**config.mk**
```make
export PLATFORM = sky130hd
export DESIGN_NAME = hazard_forward_unit_flat
export DESIGN_NICKNAME = d
export VERILOG_FILES = /design/src/rtl/hazard_forward_unit_if.sv /design/src/rtl/hazard_forward_unit.sv /design/src/flat_wrapper.sv
export SDC_FILE = /design/constraint.sdc
export NUM_CORES = 1
export LEC_CHECK = 0
export BUFFER_PORTS_ARGS = -buffer_cell sky130_fd_sc_hd__buf_4
export CORE_MARGIN = 4
export CORE_UTILIZATION = 35
export DETAILED_ROUTE_END_ITERATION = 16
export SYNTH_ARGS = -nofsm -noshare
export SYNTH_HDL_FRONTEND = slang
export SYNTH_HIERARCHICAL = 1
export SYNTH_SLANG_ARGS = --single-unit
export TNS_END_PERCENT = 10
```
**constraint.sdc**
```tcl
create_clock -name clk -period 2.6 [get_ports clk]
set_clock_uncertainty 0.2 [all_clocks]
set_input_delay 0.52 -clock clk [delete_from_list [all_inputs] [get_ports clk]]
set_output_delay 0.52 -clock clk [all_outputs]
set_load 0.01 [all_outputs]
```
**src/rtl/hazard_forward_unit_if.sv**
```systemverilog
// Decode-side bundle for the hazard/forwarding tracker: the issuing instruction's
// register usage in, stall and per-operand forward selects out.
interface hazard_forward_unit_if #(
    parameter int REG_AW     = 3,
    parameter int PIPE_DEPTH = 2,
    parameter int CNT_W      = 16
);
    localparam int FW = $clog2(PIPE_DEPTH + 1);

    logic                  issue_valid;
    logic [REG_AW-1:0]     src_a;
    logic                  src_a_use;
    logic [REG_AW-1:0]     src_b;
    logic                  src_b_use;
    logic [REG_AW-1:0]     dst;
    logic                  dst_wr;
    logic                  is_load;
    logic                  flush;

    logic                  stall;
    logic [FW-1:0]         fwd_a_sel;
    logic [FW-1:0]         fwd_b_sel;
    logic [PIPE_DEPTH-1:0] valid_vec;
    logic [CNT_W-1:0]      stall_cnt;

    modport master (
        output issue_valid, src_a, src_a_use, src_b, src_b_use, dst, dst_wr, is_load, flush,
        input  stall, fwd_a_sel, fwd_b_sel, valid_vec, stall_cnt
    );

    modport slave (
        input  issue_valid, src_a, src_a_use, src_b, src_b_use, dst, dst_wr, is_load, flush,
        output stall, fwd_a_sel, fwd_b_sel, valid_vec, stall_cnt
    );
endinterface

```
**src/rtl/hazard_forward_unit.sv**
```systemverilog
// Forwarding/hazard tracker: shift table of the last PIPE_DEPTH issued instructions,
// youngest-match operand forwarding, load-use stall with bubble insertion and a stall counter.
module hfu_entry_cmp #(
    parameter int REG_AW = 3
) (
    input  logic              vld,
    input  logic              wr,
    input  logic [REG_AW-1:0] dst,
    input  logic [REG_AW-1:0] src_a,
    input  logic              src_a_use,
    input  logic [REG_AW-1:0] src_b,
    input  logic              src_b_use,
    output logic              hit_a,
    output logic              hit_b
);
    logic producer;

    assign producer = vld & wr;
    assign hit_a    = producer & src_a_use & (dst == src_a);
    assign hit_b    = producer & src_b_use & (dst == src_b);
endmodule

module hazard_forward_unit #(
    parameter int REG_AW     = 3,
    parameter int PIPE_DEPTH = 2,
    parameter int LOAD_LAT   = 2,
    parameter int CNT_W      = 16
) (
    input  logic                  clk,
    input  logic                  rst_n,
    hazard_forward_unit_if.slave  hif
);
    localparam int FW = $clog2(PIPE_DEPTH + 1);

    typedef struct packed {
        logic              vld;
        logic [REG_AW-1:0] dst;
        logic              wr;
        logic              ld;
    } ent_t;

    // index i holds entry i+1, i.e. the instruction issued i+1 cycles ago
    ent_t [PIPE_DEPTH-1:0] ent_q, ent_d;
    logic [CNT_W-1:0]      stall_cnt_q, stall_cnt_d;

    logic [PIPE_DEPTH-1:0] hit_a, hit_b;
    logic [FW-1:0]         sel_a, sel_b;
    logic                  ld_a, ld_b;
    logic                  late_a, late_b;
    logic                  stall;
    logic                  accept;

    for (genvar g = 0; g < PIPE_DEPTH; g++) begin : g_ent
        hfu_entry_cmp #(.REG_AW(REG_AW)) u_cmp (
            .vld       (ent_q[g].vld),
            .wr        (ent_q[g].wr),
            .dst       (ent_q[g].dst),
            .src_a     (hif.src_a),
            .src_a_use (hif.src_a_use),
            .src_b     (hif.src_b),
            .src_b_use (hif.src_b_use),
            .hit_a     (hit_a[g]),
            .hit_b     (hit_b[g])
        );
    end

    // scan oldest to youngest so the youngest hit is the one left standing
    always_comb begin
        sel_a = '0;
        sel_b = '0;
        ld_a  = 1'b0;
        ld_b  = 1'b0;
        for (int i = PIPE_DEPTH - 1; i >= 0; i--) begin
            if (hit_a[i]) begin
                sel_a = FW'(i + 1);
                ld_a  = ent_q[i].ld;
            end
            if (hit_b[i]) begin
                sel_b = FW'(i + 1);
                ld_b  = ent_q[i].ld;
            end
        end
    end

    assign late_a = ld_a & (int'(sel_a) < LOAD_LAT);
    assign late_b = ld_b & (int'(sel_b) < LOAD_LAT);
    assign stall  = hif.issue_valid & ~hif.flush & (late_a | late_b);
    assign accept = hif.issue_valid & ~stall & ~hif.flush;

    always_comb begin
        ent_d = '0;
        if (!hif.flush) begin
            for (int i = 1; i < PIPE_DEPTH; i++) begin
                ent_d[i] = ent_q[i-1];
            end
            if (accept) begin
                ent_d[0].vld = 1'b1;
                ent_d[0].dst = hif.dst;
                ent_d[0].wr  = hif.dst_wr;
                ent_d[0].ld  = hif.is_load;
            end
        end
    end

    always_comb begin
        stall_cnt_d = stall_cnt_q;
        if (stall && (stall_cnt_q != {CNT_W{1'b1}})) begin
            stall_cnt_d = stall_cnt_q + CNT_W'(1);
        end
    end

    always_ff @(posedge clk or negedge rst_n) begin
        if (!rst_n) begin
            ent_q       <= '0;
            stall_cnt_q <= '0;
        end else begin
            ent_q       <= ent_d;
            stall_cnt_q <= stall_cnt_d;
        end
    end

    always_comb begin
        for (int i = 0; i < PIPE_DEPTH; i++) begin
            hif.valid_vec[i] = ent_q[i].vld;
        end
    end

    assign hif.stall     = stall;
    assign hif.fwd_a_sel = hif.issue_valid ? sel_a : '0;
    assign hif.fwd_b_sel = hif.issue_valid ? sel_b : '0;
    assign hif.stall_cnt = stall_cnt_q;
endmodule

```
**src/flat_wrapper.sv**
```systemverilog
// flat-port wrapper written by rule: the top's interface ports become plain ports
module hazard_forward_unit_flat 
#(
    parameter int REG_AW     = 3,
    parameter int PIPE_DEPTH = 2,
    parameter int LOAD_LAT   = 2,
    parameter int CNT_W      = 16
)
  (clk, rst_n, hif_issue_valid, hif_src_a, hif_src_a_use, hif_src_b, hif_src_b_use, hif_dst, hif_dst_wr, hif_is_load, hif_flush, hif_stall, hif_fwd_a_sel, hif_fwd_b_sel, hif_valid_vec, hif_stall_cnt);
  hazard_forward_unit_if #(.REG_AW(REG_AW), .PIPE_DEPTH(PIPE_DEPTH), .CNT_W(CNT_W)) hif_i ();
  input  logic clk;
  input  logic rst_n;
  input wire logic [$bits(hif_i.issue_valid)-1:0] hif_issue_valid;
  input wire logic [$bits(hif_i.src_a)-1:0] hif_src_a;
  input wire logic [$bits(hif_i.src_a_use)-1:0] hif_src_a_use;
  input wire logic [$bits(hif_i.src_b)-1:0] hif_src_b;
  input wire logic [$bits(hif_i.src_b_use)-1:0] hif_src_b_use;
  input wire logic [$bits(hif_i.dst)-1:0] hif_dst;
  input wire logic [$bits(hif_i.dst_wr)-1:0] hif_dst_wr;
  input wire logic [$bits(hif_i.is_load)-1:0] hif_is_load;
  input wire logic [$bits(hif_i.flush)-1:0] hif_flush;
  output wire logic [$bits(hif_i.stall)-1:0] hif_stall;
  output wire logic [$bits(hif_i.fwd_a_sel)-1:0] hif_fwd_a_sel;
  output wire logic [$bits(hif_i.fwd_b_sel)-1:0] hif_fwd_b_sel;
  output wire logic [$bits(hif_i.valid_vec)-1:0] hif_valid_vec;
  output wire logic [$bits(hif_i.stall_cnt)-1:0] hif_stall_cnt;
  assign hif_i.issue_valid = hif_issue_valid;
  assign hif_i.src_a = hif_src_a;
  assign hif_i.src_a_use = hif_src_a_use;
  assign hif_i.src_b = hif_src_b;
  assign hif_i.src_b_use = hif_src_b_use;
  assign hif_i.dst = hif_dst;
  assign hif_i.dst_wr = hif_dst_wr;
  assign hif_i.is_load = hif_is_load;
  assign hif_i.flush = hif_flush;
  assign hif_stall = hif_i.stall;
  assign hif_fwd_a_sel = hif_i.fwd_a_sel;
  assign hif_fwd_b_sel = hif_i.fwd_b_sel;
  assign hif_valid_vec = hif_i.valid_vec;
  assign hif_stall_cnt = hif_i.stall_cnt;
  hazard_forward_unit #(.REG_AW(REG_AW), .PIPE_DEPTH(PIPE_DEPTH), .LOAD_LAT(LOAD_LAT), .CNT_W(CNT_W)) u_core (.clk(clk), .rst_n(rst_n), .hif(hif_i));
endmodule
```
**After elaboration in Yosys (flattened, before gate mapping)**

Cells that the tools add are included.

- Flip-flop bits (word level): 28
- Output and inout bits: 23

- Add/subtract/negate cells: 1
- $lt $le $gt $ge: 2
- Equality and inequality tests: 5
- Multiplexer cells: 12
- Bitwise logic cells: 19
- Reduce and logical (&&, ||, !) cells: 1

Operator list:

| operator | count |
|---|---|
| 16-bit by 1-bit adder with 16-bit output, second input constant | 1 |
| 1-bit bitwise AND | 16 |
| 16-bit != test, second input constant | 1 |
| 3-bit == test | 4 |
| 12-bit 2-to-1 mux | 1 |
| 2-bit 2-to-1 mux | 6 |
| 6-bit 2-to-1 mux | 1 |
| 2-bit less-than comparator, second input constant | 2 |
| 1-bit 2-to-1 mux | 4 |
| 1-bit NOT | 2 |
| 1-bit logical AND | 1 |
| 1-bit bitwise OR | 1 |

**Longest topological paths before layout**

- Depth in word-level cells: 14
- Depth in mapped cells: 7
- Gate-level depth less buffers: 7

**Hierarchy**

The synthesis kept the hierarchy.

By module, submodules not included:

| module | instances | cells an instance | area an instance (µm²) | seq. area each (µm²) |
|---|---|---|---|---|
| hazard_forward_unit | 1 | 109 | 1249.9 | 675.6 |
| hfu_entry_cmp | 2 | 10 | 87.6 | 0.0 |

**Worst setup path after synthesis**

OpenSTA, ideal clock, no wires.

- Path kind: input to register
- Start point: in hif_src_a[2]
- End point: reg u_core.stall_cnt_q[10], in the netlist u_core/hif.stall_cnt[10]
- Library setup time: 0.079 ns
- Arrival time: 2.127 ns
- Data required time: 2.321 ns
- Path slack: 0.193 ns
- Cell stages on the path: 6
- Path buffers: 0
- Cell sequence: xor2_1 nor4_2 o21ai_1 or4_4 nor4_2 xor2_1

- Elaborated cells on any way between the ends: 13
- Classes of those cells: 1 x order compare; 2 x eq/ne; 4 x mux; 5 x bitwise; 1 x reduce/logical

RTL lines:

| element | RTL line | RTL |
|---|---|---|
| start: declaration | flat_wrapper.sv:14 | `input wire logic [$bits(hif_i.src_a)-1:0] hif_src_a;` |
| 3-bit == test (*) | hazard_forward_unit.sv:19 | `assign hit_a = producer & src_a_use & (dst == src_a);` |
| 1-bit bitwise AND (*) | hazard_forward_unit.sv:19 |  |
| via u_core.hit_a[0] | hazard_forward_unit.sv:46 | `logic [PIPE_DEPTH-1:0] hit_a, hit_b;` |
| 2-bit 2-to-1 mux | hazard_forward_unit.sv:74 | `if (hit_a[i]) begin` |
| 2-bit less-than comparator | hazard_forward_unit.sv:85 | `assign late_a = ld_a & (int'(sel_a) < LOAD_LAT);` |
| 1-bit bitwise AND (*) | hazard_forward_unit.sv:85 |  |
| 1-bit bitwise OR (*) | hazard_forward_unit.sv:87 | `assign stall = hif.issue_valid & ~hif.flush & (late_a \| late_b);` |
| 1-bit bitwise AND (*) | hazard_forward_unit.sv:87 |  |
| 1-bit logical AND (*) | hazard_forward_unit.sv:107 | `if (stall && (stall_cnt_q != {CNT_W{1'b1}})) begin` |
| end signal: assignment | hazard_forward_unit.sv:118 | `stall_cnt_q <= stall_cnt_d;` |
| end: declaration | hazard_forward_unit.sv:44 | `logic [CNT_W-1:0] stall_cnt_q, stall_cnt_d;` |

The timed path passes the listed nets; every way through them passes the cells marked *.
A chain may end at the register's enable or synchronous reset.

**Worst setup path after layout**

- Start point: reg u_core/ent_q[3] in the netlist's numbering
- End point: out hif_fwd_b_sel[1]

- Cells in the longest elaborated chain, start to end: 4

Ends and longest elaborated chain:

| element | RTL line | RTL |
|---|---|---|
| start: declaration | hazard_forward_unit.sv:43 | `ent_t [PIPE_DEPTH-1:0] ent_q, ent_d;` |
| start signal: assignment | hazard_forward_unit.sv:117 | `ent_q <= ent_d;` |
| 3-bit == test | hazard_forward_unit.sv:20 | `assign hit_b = producer & src_b_use & (dst == src_b);` |
| 1-bit bitwise AND | hazard_forward_unit.sv:20 |  |
| via u_core.hit_b[0] | hazard_forward_unit.sv:46 |  |
| 2-bit 2-to-1 mux | hazard_forward_unit.sv:78 | `if (hit_b[i]) begin` |
| 2-bit 2-to-1 mux | hazard_forward_unit.sv:130 | `assign hif.fwd_b_sel = hif.issue_valid ? sel_b : '0;` |
| end: declaration | flat_wrapper.sv:24 | `output wire logic [$bits(hif_i.fwd_b_sel)-1:0] hif_fwd_b_sel;` |

The timed path passes the listed nets, and every way through them passes these cells.

==> results_dict.tcl <==
set metrics [dict create \
    ys_async_sr_fraction_pct 100 \
    drtIter0Drc 79 \
    hold_viol_final 0 \
    cp-startpoint "u_core/ent_q[3]" \
    drt_pre_antenna_iters 4 \
    reg2reg_from "u_core/ent_q[3]" \
    crit_required_ns 1.88 \
    worstPathMaxFanout 3 \
    whs_path_depth 2 \
    gp_congestion 0.925 \
    ys.flop_type "dfrtp_1" \
    path_class "reg2out" \
    dpl.hpwl_mm 2.53 \
    cts.sinks 27 \
    cts_buffers 3 \
    power_frac_clock_pct 32.3 \
    via_per_inst 5.13 \
    synth-edff-count 0 \
    outcome "complete, no violations" \
    grt-ovfl-total 0 \
    totalWireLength_mm 3.43 \
    first_global_vias 1148 \
    combPwrFrac_pct 8.5 \
    dpl.cell_count 217 \
    ys_types 33 \
    max_cap_viol_count 0 \
    postLayoutCoreUtil_pct 49.8 \
    power_per_cell_area_nw_per_um2 385 \
    tritoncts "yes" \
    syn_area_um2 1430 \
    hold_path.class "in2reg" \
    grt_max_degree 28 \
    drive_above_1_share_pct 37.2 \
    slew_viol_final 0 \
    final_cells 228 \
    n_fill_cell 358 \
    portBuffers 39 \
    coreArea_um2 3800 \
    seqPwrFrac_pct 59.3 \
    grt_pass1_wl_mm 5.40 \
    grt.total_usage_pct 13.3 \
    insertion_delay_ns 0.27 \
    synth_nets 147 \
    p_sw_share_pct 22.1 \
    holdWs_ns 0.253 \
    max_freq_ghz 0.391 \
    finalCritPeriodShare_pct 98.4 \
    yosysWarningCount 6 \
    netlist_instances 129 \
    min_from "hif_flush" \
    routedWlPerCell_um 15.0 \
    finalSetupViolCount 0 \
    syn_area_per_cell_um2 11.0 \
    die-area_um2 5160 \
    cts_htree_levels 1 \
    arrival_ns 1.84 \
    cp-start-kind "flop" \
    final_nets 199 \
    switchingPower_mw 0.161 \
    reg2reg_depth 8 \
    area_delta_synth_final_pct 32.7 \
    rows 22 \
    slew_headroom_pct 64.8 \
    initial_core_util_pct 37.5 \
    fp.dieW_um 71.8 \
    rsz0062_at_grt "true" \
    drc 0 \
    max-clock-path-buffers 2 \
    power_leakage_nw 0.929 \
    antenna_left 0 \
    worstMarginPinSlew_ns 0.523 \
    vias 1170 \
    fin_crit_ns 2.56 \
    antenna_found_initial 0 \
    antenna_cells 0 \
    die_y_um 71.8 \
    ys_seq_area_share_pct 47.4 \
    vdd_drop_max_mv 0.287 \
    p_int_mw 0.567 \
    io_pins 40 \
    clk_pin_slew_worst_paths_ns 0.09 \
    root_buffer "clkbuf_8" \
    ys_seq_elements 27 \
    endpoint_kind "output port" \
]
power groups by stage:
stage	sequential (mW)	clock, mW	combinational, mW
6_report	0.431	0.235	0.0617
5_1_grt	0.432	0.261	0.0685
4_1_cts	0.431	0.244	0.0629
3_5_place_dp	0.440	0	0.0613
3_3_place_gp	0.440	0	0.0593
2_1_floorplan	0.438	0	0.0230
final cells by class:
cell class                      instances  area [µm²]  area share, %
Sequential cell                        27         676           35.7
Timing Repair Buffer                   49         370           19.6
Clock buffer                            4        45.0           2.38
Inverter                                2        7.51          0.397
Tap cell                               48        60.1           3.17
Multi-Input combinational cell         98         733           38.8
logic make-up after synthesis:
kind of cell	synth area share, %
simple gates	30.8
fa+ha+maj	0.878
compound gates	2.46
mux	1.49
buf+inv	1.58
flops	47.4
xor+xnor	15.4
cell usage in the layout (no fill, tap or decap), types with 2 or more instances in the layout:
cell type  instances
clkbuf_8           3
nor4_2             6
nand3_1           12
inv_1              2
nor2_1             5
nor2b_1            2
and4_1             2
and2_2             2
nand4_1            5
buf_4             48
and2_1             6
and3_1             2
xnor2_1            7
nand4b_1           2
and3b_2            2
o21ai_0            3
nor4_1             2
xor2_1            18
nand2_1            4
nor3_1             3
and2b_1            3
dfrtp_1           27
layer usage:
| layer | GRT usage, % | share of wire (%) | vias up |
|---|---|---|---|
| met2 | 20.9 | 47 | 30 |
| met4 | 3.76 | 1.5 | 0 |
| met1 | 18.0 | 47 | 575 |
| met3 | 3.51 | 4.8 | 6 |
| met5 | 0 | 0 | - |
| li1 | - | - | 559 |
cells in the mapped netlist (3+ instances only):
library cell  number  area, µm²
dfrtp_1           27        676
xor2_1            18        158
nand3_1           12       60.1
xnor2_1            7       61.3
and2_1             6       37.5
nor4_2             6       75.1
nand4_1            5       31.3
nor2_1             5       18.8
nand2_1            4       15.0
and2b_1            3       22.5
nor3_1             3       15.0
o21ai_0            3       15.0
metrics by stage:
step,power [mW],setup TNS [ns],setup slack (ns),cell area [µm²]
2_1_floorplan,0.461,0,0.193,1430
3_3_place_gp,0.499,0,0.00242,1790
3_5_place_dp,0.501,-0.129,-0.0876,1790
4_1_cts,0.738,0,0.0111,1860
5_1_grt,0.762,-0.199,-0.0604,1890
6_report,0.728,0,0.0412,1890
registers in the layout, summed over array words and instances (netlist names):
| register | cells |
|---|---|
| u_core/ent_q | 9 |
| u_core/hif.valid_vec | 2 |
| u_core/hif.stall_cnt | 16 |
worst paths after layout:
path | slack [ns] | end
max | 0.04 | hif_fwd_b_sel[1]
min | 0.25 | u_core/ent_q[7]
max reg2reg | 0.10 | u_core/hif.stall_cnt[1]
min reg2reg | 0.33 | u_core/hif.stall_cnt[11]
max in group asynchronous | 1.46 | u_core/hif.stall_cnt[4]
min in group asynchronous | 0.48 | u_core/hif.stall_cnt[9]
worst max-delay path: stages (launching register included):
cell     delay, ns
dfrtp_1       0.42
xor2_1        0.16
nor4_2        0.37
buf_4         0.18
buf_4         0.10
and3b_2       0.20
buf_4         0.14
timing repair:
action                     in CTS  in global routing
hold buffers                    1                  0
buffers inserted                2                  4
setup endpoints to repair       1                  1
hold endpoints to repair       27                  0
gates resized for setup         0                  2
pin swaps                       2                  5
(Power assumes the default switching activity.)
